## config.mk

```make
export PLATFORM = sky130hd
export DESIGN_NAME = spi_byte_engine
export DESIGN_NICKNAME = d
export VERILOG_FILES = /design/src/rtl/spi_byte_engine.sv
export SDC_FILE = /design/constraint.sdc
export NUM_CORES = 1
export LEC_CHECK = 0
export ABC_AREA = 1
export CORE_AREA = 5 5 75 77
export DETAILED_ROUTE_END_ITERATION = 10
export DIE_AREA = 0 0 80 82
export PLACE_DENSITY_LB_ADDON = 0.3
export SYNTH_ARGS = -nofsm -noshare
export SYNTH_HDL_FRONTEND = slang
export SYNTH_SLANG_ARGS = --single-unit
```

## constraint.sdc

```tcl
create_clock -name DataClock -period 3.6 [get_ports DataClock]
set_clock_uncertainty 0.2 [all_clocks]
set_input_delay 0.54 -clock DataClock [delete_from_list [all_inputs] [get_ports DataClock]]
set_output_delay 0.54 -clock DataClock [all_outputs]
set_load 0.02 [all_outputs]
```

## src/rtl/spi_byte_engine.sv

```systemverilog
// spi_byte_engine
//   Byte-oriented SPI master (mode 0, MSB first) with a programmable clock
//   divider. It runs back-to-back 16-tick byte slots. Each slot is marked by a
//   one-cycle ByteDone strobe. SPI_Enable and OutputData are sampled only at
//   slot boundaries, so a slot is either a full byte or fully idle.
//
// Ports
//   DataClock   in   system clock, posedge
//   Reset       in   synchronous, active-high
//   SPI_Enable  in   drive the bus during the next slot
//   OutputData  in   byte to send in the next slot (sampled at the boundary)
//   SPI_MISO    in   serial data from the card
//   SPI_MOSI    out  serial data to the card (idles high)
//   SPI_CLK     out  SPI clock (idles low)
//   InputData   out  byte received in the slot that just ended
//   ByteDone    out  one-cycle strobe at every slot boundary

module spi_byte_engine #(
  parameter int MASTER_FREQUENCY = 100000000,
  parameter int FREQUENCY        = 400000,
  parameter int BITS_NUMBER      = 8
) (
  input  logic       DataClock,
  input  logic       Reset,
  input  logic       SPI_Enable,
  input  logic [7:0] OutputData,
  input  logic       SPI_MISO,
  output logic       SPI_MOSI,
  output logic       SPI_CLK,
  output logic [7:0] InputData,
  output logic       ByteDone
);

  localparam int unsigned HALF = MASTER_FREQUENCY / (2 * FREQUENCY);
  localparam logic [BITS_NUMBER-1:0] DIV_LAST = BITS_NUMBER'(HALF - 1);

  logic [BITS_NUMBER-1:0] div_cnt_q,   div_cnt_d;
  logic [3:0]             tick_cnt_q,  tick_cnt_d;
  logic                   spi_clk_q,   spi_clk_d;
  logic                   mosi_q,      mosi_d;
  logic [7:0]             shift_out_q, shift_out_d;
  logic [7:0]             shift_in_q,  shift_in_d;
  logic [7:0]             in_data_q,   in_data_d;
  logic                   byte_done_q, byte_done_d;
  logic                   en_q,        en_d;
  logic                   tick;

  always_comb begin
    tick        = (div_cnt_q == DIV_LAST);
    div_cnt_d   = tick ? '0 : div_cnt_q + 1'b1;
    tick_cnt_d  = tick_cnt_q;
    spi_clk_d   = spi_clk_q;
    mosi_d      = mosi_q;
    shift_out_d = shift_out_q;
    shift_in_d  = shift_in_q;
    in_data_d   = in_data_q;
    byte_done_d = 1'b0;
    en_d        = en_q;

    if (tick) begin
      tick_cnt_d = tick_cnt_q + 4'd1;
      if (!tick_cnt_q[0]) begin
        // Rising tick: a disabled slot keeps the clock low and shifts in 1s,
        // so an idle slot reports 8'hFF.
        spi_clk_d  = en_q;
        shift_in_d = {shift_in_q[6:0], en_q ? SPI_MISO : 1'b1};
      end else if (tick_cnt_q != 4'd15) begin
        // Falling tick: present the next MSB-first bit while SPI_CLK is low.
        spi_clk_d   = 1'b0;
        shift_out_d = {shift_out_q[6:0], 1'b1};
        mosi_d      = en_q ? shift_out_q[6] : 1'b1;
      end else begin
        // Byte boundary: the 8th bit was already shifted in on the last
        // rising tick, so shift_in_q holds the complete byte.
        spi_clk_d   = 1'b0;
        in_data_d   = shift_in_q;
        shift_out_d = OutputData;
        en_d        = SPI_Enable;
        mosi_d      = SPI_Enable ? OutputData[7] : 1'b1;
        byte_done_d = 1'b1;
      end
    end
  end

  always_ff @(posedge DataClock) begin
    if (Reset) begin
      div_cnt_q   <= '0;
      tick_cnt_q  <= '0;
      spi_clk_q   <= 1'b0;
      mosi_q      <= 1'b1;
      shift_out_q <= '1;
      shift_in_q  <= '1;
      in_data_q   <= '1;
      byte_done_q <= 1'b0;
      en_q        <= 1'b0;
    end else begin
      div_cnt_q   <= div_cnt_d;
      tick_cnt_q  <= tick_cnt_d;
      spi_clk_q   <= spi_clk_d;
      mosi_q      <= mosi_d;
      shift_out_q <= shift_out_d;
      shift_in_q  <= shift_in_d;
      in_data_q   <= in_data_d;
      byte_done_q <= byte_done_d;
      en_q        <= en_d;
    end
  end

  assign SPI_CLK   = spi_clk_q;
  assign SPI_MOSI  = mosi_q;
  assign InputData = in_data_q;
  assign ByteDone  = byte_done_q;

endmodule

```

==> flow_metrics.py, run 1 <==
metrics = {
    "worst_setup_path": {
        "cp-startpoint": "tick_cnt_q[0]",
        "crit_path_start_kind": "flip-flop",
        "critPathMaxStageDelay_ps": 500,
        "cp_slowest_cell": "nor2_2",
        "critPathCaptureType": "flip-flop",
        "ff2ff_path_depth": 6,
        "crit_chain": "ha_1 -> nand3_1 -> nor2_2 -> nand2_2 -> nand2_1 -> nand3_1",
        "cp.depth": 6,
        "cp_num_buf_inv": 0,
        "cpMostUsedCell": "nand3_1",
        "crit_path_end": "InputData[0]",
        "regToRegEndpoint": "InputData[0]",
        "crit_required_ps": 3550,
        "ff2ff_setup_slack_ps": 1310,
        "path_delay_family": "simple AND/OR/NAND/NOR gates",
        "timing_worst_setup_path_type": "flip-flop to flip-flop",
        "critPathMaxFanout": 11,
        "r2r_start": "tick_cnt_q[0]",
        "cp.arrival_ps": 2240,
    },
    "sta": {
        "holdWs_ps": 258,
        "period_share_pct": 63.6,
        "slew_viol_final": 0,
        "setup_viol": 0,
        "fmax_mhz": 437,
        "hold_viol": 0,
        "rsz0062_at_grt": "false",
        "layout_setup_ws_ps": 1310,
        "worstMarginPinSlew_ps": 551,
        "slew_headroom_pct": 63.2,
        "setup-tns-final_ps": 0,
        "finalCriticalPeriod_ps": 2290,
    },
    "power_and_ir_drop": {
        "p_sw_w": 0.000165,
        "p_seq_share_pct": 49.0,
        "intPower_w": 0.000725,
        "peakVddDrop_v": 0.000223,
        "cellPowerDensity_nw_per_um2": 433,
        "power_w": 0.000890,
        "swShare_pct": 18.5,
        "p_leak_nw": 0.919,
        "combPwrFrac_pct": 3.0,
        "clkPwrFrac_pct": 48.0,
    },
    "routing": {
        "routed_wl_um": 3260,
        "ant_nets": 0,
        "drt_pre_antenna_iters": 4,
        "vias": 1423,
        "drcViolationCount": 0,
        "dr.first_iter.drc_count": 77,
        "post_drt_wl_per_cell_um": 10.3,
        "vias_per_cell": 4.50,
    },
    "layout": {
        "diodes": 0,
        "fillers": 542,
        "areaGrowthSynthToFinish_pct": 24.2,
        "layout-drive-gt1-share_pct": 9.35,
        "layout.nets": 260,
        "postLayoutCellArea_um2": 2050,
    },
    "synth": {
        "synth_fp_nets": 237,
        "synth.yosys.warnings": 0,
        "synth_ff_type": "dfxtp_1",
        "yosysSeqAreaShare_pct": 47.2,
        "synth_area_leader_cell": "dfxtp_1",
        "synth_top_cell_area_share_pct": 47.2,
        "yosys.cell_types.count": 24,
        "ys_seq_elements": 39,
        "yosysMostFrequentCell": "nand2_1",
        "synth_commonest_cells": "nand2_1 (70), nand3_1 (47), dfxtp_1 (39)",
        "postSynth.asyncResetShare_pct": 0,
        "synth_edf_count": 0,
        "postSynthCellCount": 222,
        "syn_avg_cell_area_um2": 7.45,
        "syn-cell-area_um2": 1650,
        "synth_area_leaders": "dfxtp_1 (47%), nand2_1 (16%), nand3_1 (14%)",
    },
    "placement": {
        "port_buffers": 22,
        "placed_area_um2": 1920,
        "gp_congestion": 0.851,
        "hpwl_um": 2270,
        "place_ws_ps": 1270,
    },
    "grt": {
        "grt-ovfl-total": 0,
        "grt_busiest_layer": "met2",
        "use_met2_pct": 17.5,
        "grt_pass1_vias": 1312,
        "met1_usage_pct": 13.7,
        "grt_util_met3_pct": 3.62,
        "grt_util_all_layers_pct": 11.1,
        "grt_pass1_wl_um": 5750,
        "grt_max_degree": 24,
        "antenna_found_initial": 0,
    },
    "job": {
        "max_cap_violations": 0,
    },
    "clock_network": {
        "root_buffer": "clkbuf_8",
        "cts_resized": 0,
        "clock-sinks": 39,
        "numCtsBuffers": 5,
        "cts_tree": "yes",
        "clkTransAtPathRegs_ps": 70,
        "clk_path_buf_depth": 2,
        "cts_setup_buffers": 0,
        "hold_buffers": 0,
        "h-tree-depth": 2,
        "clk_latency_ps": 290,
    },
    "die": {
        "die_height_um": 82,
        "die-width_um": 80,
        "start_util_pct": 33.4,
        "num_rows": 26,
        "die-area_um2": 6560,
        "num_io_pins": 23,
        "core_area_um2": 4940,
    },
    "run_status": {
        "status": "completed",
    },
    "worst_hold_path": {
        "min_path_type": "flip-flop to flip-flop",
    },
}
==> final cells by class <==
cell class	instances	area (um2)	share of cell area, %
multi-input combinational	159	761	37.1
timing repair buffer	23	228	11.1
inverter	17	63.8	3.11
clock buffer	6	72.6	3.53
sequential	39	781	38.0
clock inverter	2	60.1	2.93
tap	70	87.6	4.27
==> power groups by stage <==
stage | combinational, W | sequential, W | clock, W
floorplan | 0.0000117 | 0.000446 | 0
global route | 0.0000303 | 0.000436 | 0.000456
detailed placement | 0.0000275 | 0.000446 | 0
CTS | 0.0000276 | 0.000436 | 0.000439
finish | 0.0000270 | 0.000436 | 0.000427
global placement | 0.0000272 | 0.000446 | 0
==> per-layer routing <==
metal | wire [um] | vias up
met1 | 1590 | 628
met2 | 1440 | 34
li1 | - | 757
met3 | 164 | 4
met5 | 0 | -
met4 | 61 | 0
==> flip-flops by register name (all words and copies together) (netlist names) <==
register,cells
InputData,8
div_cnt_q,8
shift_in_q,8
shift_out_q,7
tick_cnt_q,4
ByteDone,1
SPI_CLK,1
SPI_MOSI,1
en_q,1
==> worst min path at each step <==
stage / start / endpoint / depth (start not counted)
floorplan: div_cnt_q[0] / div_cnt_q[0] / 1
global placement: InputData[1] / InputData[1] / 2
detailed placement: InputData[3] / InputData[3] / 2
CTS: InputData[3] / InputData[3] / 2
global route: div_cnt_q[7] / div_cnt_q[7] / 2
finish: InputData[2] / InputData[2] / 2
==> worst register-to-register path, cell delays in order (launching register included) <==
cell and delay, ps:
dfxtp_1 460, ha_1 230, nand3_1 350, nor2_2 510
nand2_2 230, nand2_1 120, nand3_1 60
==> layout by cell type, fill, tap and decap left out <==
cell type and n:
a21oi_1 4, a21oi_2 2, buf_4 1, bufinv_16 2, clkbuf_1 1, clkbuf_8 5, clkdlybuf4s50_1 22, dfxtp_1 39
ha_1 3, inv_1 13, inv_2 4, nand2_1 70, nand2_2 4, nand3_1 47, nand3_2 1, nand4_1 1
nor2_1 12, nor2_2 2, nor2_4 1, nor3_1 1, o21ai_0 4, o21ai_1 1, or2_0 1, or2_2 1
xor2_1 4
==> metrics by stage <==
step           std cells  utilization, %
3_3_place_gp         308            38.8
2_1_floorplan        222               -
6_report             316            41.5
4_1_cts              316            41.5
5_1_grt              316            41.5
3_5_place_dp         308            38.8
==> kinds of logic after synthesis <==
group | share of synthesized area [%]
buffers and inverters | 6.74
xor gates and xnor gates | 2.12
AOI/OAI and AO/OA | 3.79
DFF | 47.2
and+or+nand+nor | 37.9
adders and majority gates | 2.27
Note: power is estimated with default switching activity, not from simulation.
==> run 2, diff against run 1 <==
Clock period 3.6 ns to 2.4 ns, I/O delays scaled along.
==> run 2 against run 1 <==
First-iteration DRC count is 74% higher. Register-to-register slack worse by 620 ps. Critical path depth is 5 lower. Clock-buffer cell count is 1 lower. Final cell count is 0.95% higher. Die area stayed put. Sequential power is 50% higher. Clock power is 28% higher. Utilization is 0.051 points higher. Via count is 1.3% higher.
==> flow_metrics.py, run 2 (synthesis results as in run 1) <==
metrics = {
    "run_status": {
        "status": "completed",
    },
    "placement": {
        "hpwl_um": 2300,
        "placed_cells": 311,
        "gp_congestion": 0.789,
        "port_buffers": 22,
    },
    "grt": {
        "grt_pass1_wl_um": 5890,
        "grt_util_met3_pct": 3.07,
        "antenna_found_initial": 0,
        "grt_pass1_vias": 1368,
        "use_met2_pct": 19.6,
        "grt_max_degree": 29,
        "met1_usage_pct": 13.2,
        "grt-ovfl-total": 0,
        "grt_util_all_layers_pct": 11.4,
        "grt_busiest_layer": "met2",
    },
    "clock_network": {
        "cts_setup_buffers": 0,
        "clock-sinks": 39,
        "clkTransAtPathRegs_ps": 70,
        "h-tree-depth": 2,
        "cts_tree": "yes",
        "hold_buffers": 0,
        "cts_resized": 0,
        "numCtsBuffers": 5,
        "root_buffer": "clkbuf_8",
        "clk_path_buf_depth": 2,
        "clk_latency_ps": 290,
    },
    "sta": {
        "fmax_mhz": 555,
        "setup_viol": 0,
        "finalCriticalPeriod_ps": 1800,
        "setup-tns-final_ps": 0,
        "rsz0062_at_grt": "false",
        "period_share_pct": 75.1,
        "slew_viol_final": 0,
        "worstMarginPinSlew_ps": 285,
        "slew_headroom_pct": 81.0,
        "hold_viol": 0,
    },
    "worst_setup_path": {
        "regToRegEndpoint": "InputData[5]",
        "path_delay_family": "buffers and inverters",
        "ff2ff_setup_slack_ps": 690,
        "ff2ff_path_depth": 6,
        "r2r_start": "tick_cnt_q[0]",
        "cp_num_buf_inv": 1,
        "crit_path_start_kind": "flip-flop",
        "critPathMaxStageDelay_ps": 610,
        "timing_worst_setup_path_type": "flip-flop to output port",
        "critPathCaptureType": "output port",
        "cp.arrival_ps": 1240,
        "crit_required_ps": 1840,
        "critPathMaxFanout": 2,
        "cp_slowest_cell": "clkdlybuf4s50_1",
        "crit_chain": "clkdlybuf4s50_1",
    },
    "die": {
        "die-area_um2": 6560,
        "start_util_pct": 33.4,
        "num_rows": 26,
        "core_area_um2": 4940,
        "die_height_um": 82,
        "num_io_pins": 23,
        "die-width_um": 80,
    },
    "power_and_ir_drop": {
        "peakVddDrop_v": 0.000245,
        "cellPowerDensity_nw_per_um2": 604,
        "p_leak_nw": 0.927,
    },
    "routing": {
        "drt_pre_antenna_iters": 4,
        "ant_nets": 0,
        "dr.first_iter.drc_count": 134,
        "routed_wl_um": 3310,
        "vias_per_cell": 4.52,
        "drcViolationCount": 0,
        "post_drt_wl_per_cell_um": 10.4,
        "vias": 1442,
    },
    "job": {
        "max_cap_violations": 0,
    },
    "layout": {
        "final_common_cell": "nand2_1",
        "fin_cells": 319,
        "layout.nets": 263,
        "most-common-layout-cells": "nand2_1 (70), nand3_1 (47), dfxtp_1 (39), clkdlybuf4s50_1 (22), inv_1 (13)",
        "multi_input_area_um2": 761,
        "fillers": 553,
        "layout-drive-gt1-share_pct": 10.8,
        "diodes": 0,
        "register_area_um2": 781,
        "areaGrowthSynthToFinish_pct": 24.4,
    },
    "worst_hold_path": {
        "min_to": "InputData[0]",
        "min_path_type": "flip-flop to flip-flop",
        "whs_path_depth": 2,
        "hold_start": "InputData[0]",
    },
}
-- run 2: changes by cell type in the layout (fill, tap and decap cells not counted), sizes merged --
cell,change
clkbuf,-1
clkinv,+2
bufinv,-1
buf,+3
-- run 2: how the worst max path moves through the flow --
| stage | start | endpoint | slack [ps] | cells past startpoint |
|---|---|---|---|---|
| after global routing | div_cnt_q[0] | div_cnt_q[5] | 510 | 7 |
| final | SPI_CLK | SPI_CLK | 600 | 1 |
| after CTS | SPI_CLK | SPI_CLK | 570 | 1 |
| after detailed placement | Reset | tick_cnt_q[1] | 610 | 5 |
| after global placement | Reset | tick_cnt_q[1] | 640 | 5 |
| after floorplan | tick_cnt_q[0] | shift_out_q[0] | 880 | 6 |
-- run 2: cell type report --
type | instances | area share, %
Clock inverter | 3 | 2.13
Sequential cell | 39 | 38.0
Multi-Input combinational cell | 159 | 37.0
Tap cell | 70 | 4.26
Inverter | 17 | 3.10
Timing Repair Buffer | 26 | 12.2
Clock buffer | 5 | 3.35
-- run 2: power breakdown --
group	internal, W	switching (W)	total [W]
clock	0.000309	0.000237	0.000546
combinational	0.0000221	0.0000192	0.0000414
sequential	0.000651	0.00000371	0.000654
-- run 2: routing by layer --
| metal | vias up | wire [um] |
|---|---|---|
| met1 | 644 | 1550 |
| met5 | - | 0 |
| li1 | 763 | - |
| met3 | 7 | 147 |
| met4 | 0 | 72 |
| met2 | 28 | 1540 |
-- run 2: stage by stage --
stage	utilization, %	power, W	hold slack, ps	cell area [um2]	setup WS (ps)
floorplan	-	0.000686	222	1650	885
global placement	39.3	0.000711	241	1940	640
finish	41.6	0.00124	257	2060	598
detailed placement	39.3	0.000712	244	1940	605
global route	41.6	0.00130	285	2060	513
CTS	41.6	0.00127	264	2060	571
==> run 3, diff against run 2 <==
Clock period 2.4 ns to 1.8 ns, I/O delays scaled along.
==> run 3 against run 2 <==
Sequential cell count stayed put. Utilization is 0.13 points higher. Global-route usage is 0.25 points lower. First-iteration DRC count is 33% lower. Via count is 1.7% lower. Largest cell class unchanged.
==> flow_metrics.py, run 3 (synthesis results as in run 1) <==
metrics = {
    "layout": {
        "layout.nets": 265,
        "layout-drive-gt1-share_pct": 12.0,
        "areaGrowthSynthToFinish_pct": 24.8,
        "diodes": 0,
        "final_common_cell": "nand2_1",
        "fillers": 556,
        "utilization_pct": 41.7,
        "most-common-layout-cells": "nand2_1 (69), nand3_1 (47), dfxtp_1 (39), clkdlybuf4s50_1 (22), inv_1 (13)",
    },
    "sta": {
        "slew_headroom_pct": 83.1,
        "worstMarginPinSlew_ps": 253,
        "fmax_mhz": 583,
        "finalCriticalPeriod_ps": 1710,
        "layout_setup_ws_ps": 85.6,
        "rsz0062_at_grt": "false",
        "setup-tns-final_ps": 0,
        "slew_viol_final": 0,
        "setup_viol": 0,
        "hold_viol": 0,
        "period_share_pct": 95.2,
    },
    "die": {
        "core_area_um2": 4940,
        "die_height_um": 82,
        "start_util_pct": 33.4,
        "die-width_um": 80,
        "num_io_pins": 23,
        "die-area_um2": 6560,
        "num_rows": 26,
    },
    "clock_network": {
        "cts_setup_buffers": 0,
        "clk_path_buf_depth": 2,
        "cts_tree": "yes",
        "root_buffer": "clkbuf_8",
        "clock-sinks": 39,
        "clkTransAtPathRegs_ps": 80,
        "cts_resized": 0,
        "hold_buffers": 0,
        "clk_latency_ps": 300,
        "numCtsBuffers": 5,
        "h-tree-depth": 2,
    },
    "worst_setup_path": {
        "critPathMaxFanout": 2,
        "cp_slowest_cell": "clkdlybuf4s50_1",
        "cp_num_buf_inv": 1,
        "path_delay_family": "buffers and inverters",
        "crit_path_start_kind": "flip-flop",
        "ff2ff_setup_slack_ps": 190,
        "crit_chain": "clkdlybuf4s50_1",
        "critPathCaptureType": "output port",
        "crit_required_ps": 1330,
        "critPathMaxStageDelay_ps": 610,
        "cp.arrival_ps": 1240,
        "timing_worst_setup_path_type": "flip-flop to output port",
    },
    "job": {
        "max_cap_violations": 0,
    },
    "routing": {
        "routed_wl_um": 3310,
        "post_drt_wl_per_cell_um": 10.3,
        "dr.first_iter.drc_count": 90,
        "vias": 1418,
        "ant_nets": 0,
        "drt_pre_antenna_iters": 4,
        "drcViolationCount": 0,
        "vias_per_cell": 4.42,
    },
    "placement": {
        "gp_congestion": 0.724,
        "hpwl_um": 2310,
        "place_ws_ps": 93.8,
        "port_buffers": 22,
    },
    "grt": {
        "grt_busiest_layer": "met2",
        "grt_max_degree": 28,
        "antenna_found_initial": 0,
        "grt_pass1_vias": 1296,
        "use_met2_pct": 17.0,
        "grt_util_met3_pct": 3.29,
        "grt-ovfl-total": 0,
        "met1_usage_pct": 14.0,
        "grt_pass1_wl_um": 5710,
        "grt_util_all_layers_pct": 11.1,
    },
    "power_and_ir_drop": {
        "peakVddDrop_v": 0.000281,
        "p_leak_nw": 0.924,
        "cellPowerDensity_nw_per_um2": 739,
    },
    "run_status": {
        "status": "completed",
    },
    "worst_hold_path": {
        "min_path_type": "flip-flop to flip-flop",
    },
}
## run 3: cell count changes in the layout (fill, tap and decap cells not counted)
cell	delta
buf_12	+1
clkinv_4	-1
bufinv_16	-1
nand2_1	-1
nand2_2	+1
buf_4	+1
clkinvlp_4	+2
## run 3: path summary, 6_finish.rpt
| check | startpoint | endpoint | depth (start not counted) |
|---|---|---|---|
| setup / recovery | SPI_CLK | SPI_CLK | 1 |
| hold / removal | InputData[2] | InputData[2] | 2 |
| setup reg to reg | tick_cnt_q[1] | InputData[0] | 6 |
| hold reg to reg | InputData[2] | InputData[2] | 2 |
## run 3: cell type report
type | instances | area (um2) | share of cell area (%)
Clock inverter | 3 | 20.0 | 0.971
Inverter | 17 | 63.8 | 3.09
Tap cell | 70 | 87.6 | 4.25
Sequential cell | 39 | 781 | 37.9
Timing Repair Buffer | 28 | 278 | 13.5
Clock buffer | 5 | 68.8 | 3.34
Multi-Input combinational cell | 159 | 763 | 37.0
## run 3: per-layer routing
| layer | share of wire, % | wire length, um | up-vias |
|---|---|---|---|
| met3 | 4.8 | 158 | 5 |
| met1 | 47 | 1570 | 625 |
| li1 | - | - | 763 |
| met5 | 0 | 0 | - |
| met2 | 45 | 1500 | 25 |
| met4 | 2.4 | 78 | 0 |
## run 3: metrics by stage
| stage | hold slack, ps | power (W) | area [um2] | cells |
|---|---|---|---|---|
| after floorplan | 132 | 0.000915 | 1650 | 222 |
| after global placement | 238 | 0.000953 | 1970 | 313 |
| after detailed placement | 244 | 0.000955 | 1970 | 313 |
| after CTS | 265 | 0.00154 | 2060 | 321 |
| after global routing | 283 | 0.00158 | 2060 | 321 |
| final | 259 | 0.00152 | 2060 | 321 |
## run 3: power breakdown
part	total [W]	leakage (nW)	internal, W	switching (W)
sequential	0.000872	0.316	0.000867	0.00000473
combinational	0.0000613	0.568	0.0000338	0.0000275
clock	0.000591	0.0402	0.000269	0.000322
total	0.00152	0.924	0.00117	0.000354
